File: config.mk
export PLATFORM = sky130hd
export DESIGN_NAME = microseq
export DESIGN_NICKNAME = d
export VERILOG_FILES = /design/src/rtl/microseq.sv
export SDC_FILE = /design/constraint.sdc
export NUM_CORES = 1
export LEC_CHECK = 0
export BUFFER_PORTS_ARGS = -buffer_cell sky130_fd_sc_hd__buf_4
export CORE_MARGIN = 4
export CORE_UTILIZATION = 25
export CTS_CLUSTER_DIAMETER = 50
export DETAILED_ROUTE_END_ITERATION = 12
export SLEW_MARGIN = 20
export SYNTH_ARGS = -nofsm -noshare
export SYNTH_HDL_FRONTEND = slang
export SYNTH_SLANG_ARGS = --single-unit
File: constraint.sdc
create_clock -name cp -period 2.6 [get_ports cp]
set_input_delay 0.39 -clock cp [delete_from_list [all_inputs] [get_ports cp]]
set_output_delay 0.39 -clock cp [all_outputs]
set_load 0.01 [all_outputs]
File: src/rtl/microseq.sv
// microseq: Am2910-style micro-address sequencer with a LIFO stack and loop counter
module microseq #(
    parameter int AW = 6,
    parameter int SD = 5
) (
    input  logic          cp,
    input  logic          reset_lo,
    input  logic [2:0]    ins,
    input  logic          cc_lo,
    input  logic          ccen_lo,
    input  logic          ci,
    input  logic          rld_lo,
    input  logic [AW-1:0] d,
    output logic [AW-1:0] y,
    output logic          full_lo,
    output logic          empty_lo
);
    localparam int SPW = $clog2(SD + 1);
    localparam logic [SPW-1:0] SP_MAX = SPW'(SD);
    logic [AW-1:0]  upc, cnt, top;
    logic [AW-1:0]  stk [SD];
    logic [SPW-1:0] sp, sp_top, sp_wr;
    logic           pass, push, pop, clr, dec, load;
    assign pass     = ccen_lo | ~cc_lo;
    assign full_lo  = (sp != SP_MAX);
    assign empty_lo = (sp != '0);
    assign sp_top   = sp - SPW'(1);
    // a push into a full stack lands on the top entry instead of growing it
    assign sp_wr    = (sp == SP_MAX) ? SP_MAX - SPW'(1) : sp;
    assign top      = (sp == '0) ? '0 : stk[sp_top];
    // instruction decode: next-address select and stack/counter controls
    always_comb begin
        y    = upc;
        push = 1'b0;
        pop  = 1'b0;
        clr  = 1'b0;
        dec  = 1'b0;
        load = 1'b0;
        case (ins)
            3'd0: begin y = '0; clr = 1'b1; end
            3'd1: begin y = pass ? d : upc; push = pass; end
            3'd2: y = d;
            3'd3: y = pass ? d : upc;
            3'd4: begin push = 1'b1; load = pass; end
            3'd5: begin y = (cnt != '0) ? top : upc; dec = (cnt != '0); pop = (cnt == '0); end
            3'd6: begin y = pass ? top : upc; pop = pass; end
            default: ;
        endcase
        if (!reset_lo) y = '0;
    end
    // uPC, stack pointer and loop counter; reset overrides every instruction
    always_ff @(posedge cp) begin
        if (!reset_lo) begin
            upc <= '0;
            sp  <= '0;
            cnt <= '0;
        end else begin
            upc <= y + AW'(ci);
            if (clr) sp <= '0;
            else if (push) sp <= (sp == SP_MAX) ? sp : sp + SPW'(1);
            else if (pop) sp <= (sp == '0) ? sp : sp - SPW'(1);
            if (!rld_lo || load) cnt <= d;
            else if (dec) cnt <= cnt - AW'(1);
        end
    end
    // stack storage needs no reset; only entries below sp are ever read
    always_ff @(posedge cp) begin
        if (reset_lo && push) stk[sp_wr] <= upc;
    end
endmodule

## Word level (Yosys, flattened, before mapping)

Memory sizes are Yosys's and may differ from the RTL's.
Cells that the tools add are included.

- Memories kept: 1
- Output and inout port bits: 8
- Register bits after elaboration: 15
- RAM bits: 30

- Equality and inequality tests: 10
- Bitwise operators: 3
- Reduce and logical (&&, ||, !) cells: 13
- Mux-type cells: 20
- Add/sub/neg operators: 4

Memory list:

| name | words | width | read ports | clocked after Yosys merged registers in | wr ports | line | text |
|---|---|---|---|---|---|---|---|
| stk | 5 | 6 | 1 | 0 | 1 | 21 | `logic [AW-1:0] stk [SD];` |

Operator list:

| operator | number |
|---|---|
| $mux W6 | 7 |
| $pmux W6 S5 | 1 |
| $mux W3 | 5 |
| $eq A3 B3 Y1 const B | 4 |
| $add A6 B1 Y6 | 1 |
| $eq A3 B2 Y1 const B | 2 |
| $logic_not A3 Y1 | 2 |
| $logic_not A6 Y1 | 1 |
| $reduce_bool A6 Y1 | 1 |
| $sub A6 B1 Y6 const B | 1 |
| $mux W1 | 5 |
| $ne A2 B2 Y1 const B | 2 |
| $pmux W1 S2 | 2 |
| $reduce_bool A2 Y1 | 2 |
| $reduce_or A2 Y1 | 2 |
| $add A3 B1 Y3 const B | 1 |
| $eq A3 B1 Y1 const B | 1 |
| $ne A3 B3 Y1 const B | 1 |
| $reduce_and A3 Y1 | 1 |
| $reduce_bool A3 Y1 | 1 |
| $sub A3 B1 Y3 const B | 1 |
| $not A1 Y1 | 2 |
| $logic_and A1 B1 Y1 | 1 |
| $logic_not A1 Y1 | 1 |
| 2 further kinds | 2 |

## Logic depth before layout (Yosys ltp)

An unclocked memory read counts as a cell.

- Word-level depth: 7
- Mapped depth: 12
- Mapped depth without buffers: 11

## Least setup slack after synthesis

Ideal clock, no wire load.

- Kind: reg-to-reg
- Start: reg sp[0]
- End: reg upc[4]
- Path slack: -0.317 ns
- Arrival time: 2.794 ns
- Buffers on the path: 2
- Cell stages (with the launch flop): 12
- Data required time: 2.477 ns
- Clock period less this slack: 2.917 ns
- Library setup time: 0.123 ns
- Path through: dfxtp_1 > buf_6 > inv_1 > ha_1 > buf_1 > mux4_1 > mux2_2 > a222oi_1 > nor2_1 > ha_1 > nor4b_1 > mux2_1

- Cells in the longest elaborated chain, start to end: 7
- Elaborated cells on any way between the ends: 9
- Classes of those cells: add/sub (2); mux (5); reduce/logical (1); memory (1)

RTL lines:

| what | line | text |
|---|---|---|
| from (decl) | 22 | `logic [SPW-1:0] sp, sp_top, sp_wr;` |
| from (signal assigned) | 60 | `else if (push) sp <= (sp == SP_MAX) ? sp : sp + SPW'(1);` |
| from (signal assigned) | 61 | `else if (pop) sp <= (sp == '0) ? sp : sp - SPW'(1);` |
| $sub A3 B1 Y3 | 27 | `assign sp_top = sp - SPW'(1);` |
| $mem_v2 Z5 W6 | n/a |  |
| $mux W6 * | 30 | `assign top = (sp == '0) ? '0 : stk[sp_top];` |
| $mux W6, on equally long branches | 46, 45 |  |
| $pmux W6 S5 * | 39 | `case (ins)` |
| $mux W6 * | 49 | `if (!reset_lo) y = '0;` |
| via y[0] | 14 | `output logic [AW-1:0] y,` |
| $add A6 B1 Y6 * | 58 | `upc <= y + AW'(ci);` |
| to (signal assigned) | 58 |  |
| to (decl) | 20 | `logic [AW-1:0] upc, cnt, top;` |

The timed path passes the listed nets; every way through them passes the cells marked *.
A chain may end at the register's enable or synchronous reset.

## Worst setup path in the final report

- Start: reg sp[0]
- End: out y[2]

- Cells in the longest elaborated chain, start to end: 6
- Elaborated cells on any way between the ends: 8
- Classes of those cells: add/sub (1); mux (5); reduce/logical (1); memory (1)

RTL lines:

| what | line |
|---|---|
| $sub A3 B1 Y3 | 27 |
| $mem_v2 Z5 W6 | n/a |
| $mux W6 * | 30 |
| $mux W6, on equally long branches | 46, 45 |
| $pmux W6 S5 * | 39 |
| $mux W6 * | 49 |
| to (decl) | 14 |

Every way passes the cells marked *; elsewhere a longest branch is shown, timed or not.

==> out/summary.md <==
The post-synth net total came out at 211. Type of the worst setup path: flip-flop to primary output. In this run the biggest area consumer among cell types represents 39.30% of the synthesized area. The tightest hold path in the finished design has a slack of 331.7 ps.

Clock latency on the worst-skew pair, taken at its later pin, is 300 ps. For this run, the post-layout net count is 263. Summed over all layers, the global routing overflow is 0. Once the floorplan was initialized, standard cells occupied 26.03% of the core. Wire length of the first global-routing pass: 8.397 mm. The H-tree generated during clock tree synthesis spans 2 levels. Entering global routing, the biggest net connects 17 pins. After detailed routing, the number of remaining DRC violations is 0. For the sink count of the clock tree, the log shows 45. The fraction of registers with async set/reset is 0%, and the leakage component of the power is 1.101 nW.

For the number of search-and-repair iterations in the first detailed-routing pass, the log shows 4. The element type at the critical path start is a flip-flop. The run finished, with violations left. The data arrival time of the worst path is 2260 ps, and the number of diodes is 0. The number of failing hold endpoints at the final stage is 0. Of the available clock period, the critical path in the final layout requires 101.8%.

The worst pin sits at a relative slew slack of 62.16%. Number of rows in the core area: 34. Summed over all nets, the half-perimeter wirelength after detailed placement is 3.917 mm. The cell chosen for the clock root was sky130_fd_sc_hd__clkbuf_8. The floorplan step defined a die boundary enclosing 0.01077 mm^2. During placement, the flow inserted port buffers numbering 22. Sequential elements use 52.40% of the synthesized area. With fillers left out, the area of the finished cells amounts to 0.002982 mm^2.

TritonCTS built the clock tree. The wire length per cell after detailed routing is 15.05 um, and the design internal power is 1.211 mW. In this run the power spent charging and discharging nets is 480.7 uW. sky130_fd_sc_hd__edfxtp_1 takes more of the synthesized area than any other cell. The fraction of final layout cells with drive strength greater than 1 came out at 39.09%.

Of the total power, registers draw 48.4%. The total power divided by cell area works out to 567.5 mW/mm^2. Setup repair after global routing could not meet its margin everywhere. The checks that failed: setup timing. Across every metal layer, demand over resource in global routing totals 9.864%.

The smallest clock period supported by the final layout is computed as 2646 ps. The cell area that synthesis handed to floorplanning was 0.002292 mm^2. For the portion of total power attributed to the clock network, the log shows 26.9%. The filler cells instantiated in the layout total 867. The synthesized area per cell is 12.06 um^2.

The reported max-cap violation count was 0. The first routing iteration left 86 violations. At the pin with the least slew margin, the transition time is 567.6 ps. The netlist uses 47 different library cells.

The final setup slack of the worst path came out at -46.40 ps. Yosys attributes the largest share of cell area to sky130_fd_sc_hd__edfxtp_1 39%, sky130_fd_sc_hd__dfxtp_1 13%, sky130_fd_sc_hd__mux4_1 5.7%. The run gives 23 as the I/O pin count. The final weighted congestion in routability-driven placement was 0.8022; the switching share of power was 28.41%. Compared with the post-synthesis result, the final layout area differs by 30.08%. The count of nets left with antenna violations once routing finished came out at 0. In this run the standard cell core region covers 0.008806 mm^2.

For this run, the top clock speed supported by timing is 0.3779 GHz. In this run, synthesis inferred 30 flip-flops with an integrated enable. Type of element capturing the critical path: a primary output.

The number of buffers created by CTS was 5; the chip height was 103.8 um. In this run the worst path has a maximum fanout of 6. The clock transition at the registers of the reported paths is 90 ps, and the clock skew after layout is 10.41 ps. Among all flip-flop cells after synthesis, the most frequent one is sky130_fd_sc_hd__edfxtp_1. Across the VDD grid, the largest voltage drop is 0.2985 mV. The detailed-route vias per instance works out to 4.655. For the synthesized netlist cell count, the log shows 190.

Number of global-route vias before repair: 1624. Summing all flip-flop and latch instances after layout gives 0.001209 mm^2. The logs give 0 for the total of warnings raised by yosys and 0 for the number of pins with negative max-slew slack in the final report.

The initial antenna violation count is 0. Setup violations remaining at the end of the flow were counted as 3. The longest clock path from root to sink contains 2 buffers. The multi-input combinational cells in the finished layout cover a total of 0.001100 mm^2.

The total negative setup slack is -48.59 ps, and the worst setup timing slack at the placement stage is 49.65 ps. The final wirelength was 5.282 mm; the die extent in x was 103.8 um. Path type of the worst min-delay path: primary input to flip-flop. The routed layout has 1634 vias. For the worst setup path, the data required time is 2210 ps. After synthesis the netlist holds a flip-flop and latch count of 45.

Per report_power, the combinational group accounts for 24.7% of the total. The total cell area at the placement stage is 0.002709 mm^2.
stage by stage:
step / util [%] / instances / total power, mW
2_1_floorplan: - / 190 / 1.059
3_3_place_gp: 30.76 / 330 / 1.178
3_5_place_dp: 30.76 / 330 / 1.179
4_1_cts: 32.74 / 341 / 1.660
5_1_grt: 33.86 / 351 / 1.781
6_report: 33.86 / 351 / 1.692
repair_timing:
item,4_1_cts,5_1_grt
endpoints found under the setup margin,6,7
gates resized for setup,16,10
buffers inserted,3,10
pin swaps,4,10
hold buffers,0,0
placed cells by master (no fill, tap or decap), drive strengths merged, types with 5 or more instances in the layout:
| cell | instances |
|---|---|
| a211oi | 7 |
| and2 | 6 |
| buf | 53 |
| clkbuf | 5 |
| dfxtp | 15 |
| edfxtp | 30 |
| ha | 6 |
| inv | 11 |
| mux2 | 5 |
| mux4 | 6 |
| nand2b | 7 |
| nand3 | 6 |
| nor2 | 22 |
| nor3 | 7 |
| o21ai | 7 |
| xnor2 | 8 |
cell families after synthesis:
| logic type | count (synthesis) | share of synthesized area, % |
|---|---|---|
| simple gates | 61 | 14.25 |
| flops | 45 | 52.40 |
| compound gates | 33 | 10.43 |
| buf+inv | 18 | 3.657 |
| mux | 15 | 11.08 |
| xor+xnor | 12 | 4.913 |
| fa+ha+maj | 6 | 3.275 |
cells in the mapped netlist, drive strengths merged (2+ instances only):
master / count
a22oi: 2
dfxtp: 15
and2: 6
nor4b: 2
inv: 10
o31ai: 3
clkbuf: 4
xor2: 4
a222oi: 4
mux4: 6
mux2: 5
ha: 6
nor2: 22
xnor2: 8
buf: 4
a21oi: 3
nor3: 7
nand3: 6
nand2b: 7
o21ai: 7
nor2b: 2
a211oi: 7
mux2i: 4
nand2: 4
edfxtp: 30
state kept, by name (all words and copies together), names as in the netlist:
| register | cells |
|---|---|
| sp | 3 |
| upc | 6 |
| stk | 30 |
| cnt | 6 |
layout make-up:
cell class | count | share of cell area [%]
clock buffer | 5 | 2.308
clock inverter | 3 | 0.8393
inverter | 10 | 1.427
multi-input combinational | 127 | 36.89
sequential | 45 | 40.54
tap | 108 | 4.532
timing repair buffer | 53 | 13.47
worst max-delay path, cell delays in order (launching register included):
cell and delay (ps):
sky130_fd_sc_hd__dfxtp_4 400, sky130_fd_sc_hd__inv_6 50, sky130_fd_sc_hd__ha_4 300, sky130_fd_sc_hd__mux4_2 300, sky130_fd_sc_hd__mux2_4 280, sky130_fd_sc_hd__a222oi_1 380, sky130_fd_sc_hd__nor2_1 80, sky130_fd_sc_hd__buf_4 160
per-layer routing:
| metal | global-route usage, % | wire length [um] |
|---|---|---|
| met3 | 2.425 | 181 |
| met2 | 16.87 | 2619 |
| met5 | 0 | 0 |
| met1 | 12.84 | 2451 |
| met4 | 1.709 | 29 |
path summary, 6_finish.rpt:
check                                         from                   to  slack (ps)  depth (start not counted)
worst max-delay path            sp[0]$_SDFFE_PP0P_                 y[2]         -50                          7
worst min register to register   upc[5]$_SDFF_PN0_  stk[4][5]$_DFFE_PP_         520                          0
worst max register to register  sp[0]$_SDFFE_PP0P_    upc[4]$_SDFF_PN0_          90                          8
worst min-delay path                          d[1]  cnt[1]$_SDFFE_PN0P_         330                          3
power by group through the flow:
stage / Clock, mW / Combinational [mW] / Sequential (mW)
after floorplan: 0 / 0.232 / 0.827
after global placement: 0 / 0.345 / 0.833
after detailed placement: 0 / 0.345 / 0.834
after CTS: 0.465 / 0.375 / 0.819
after global routing: 0.504 / 0.452 / 0.824
final: 0.455 / 0.417 / 0.820
(Power assumes the default switching activity.)
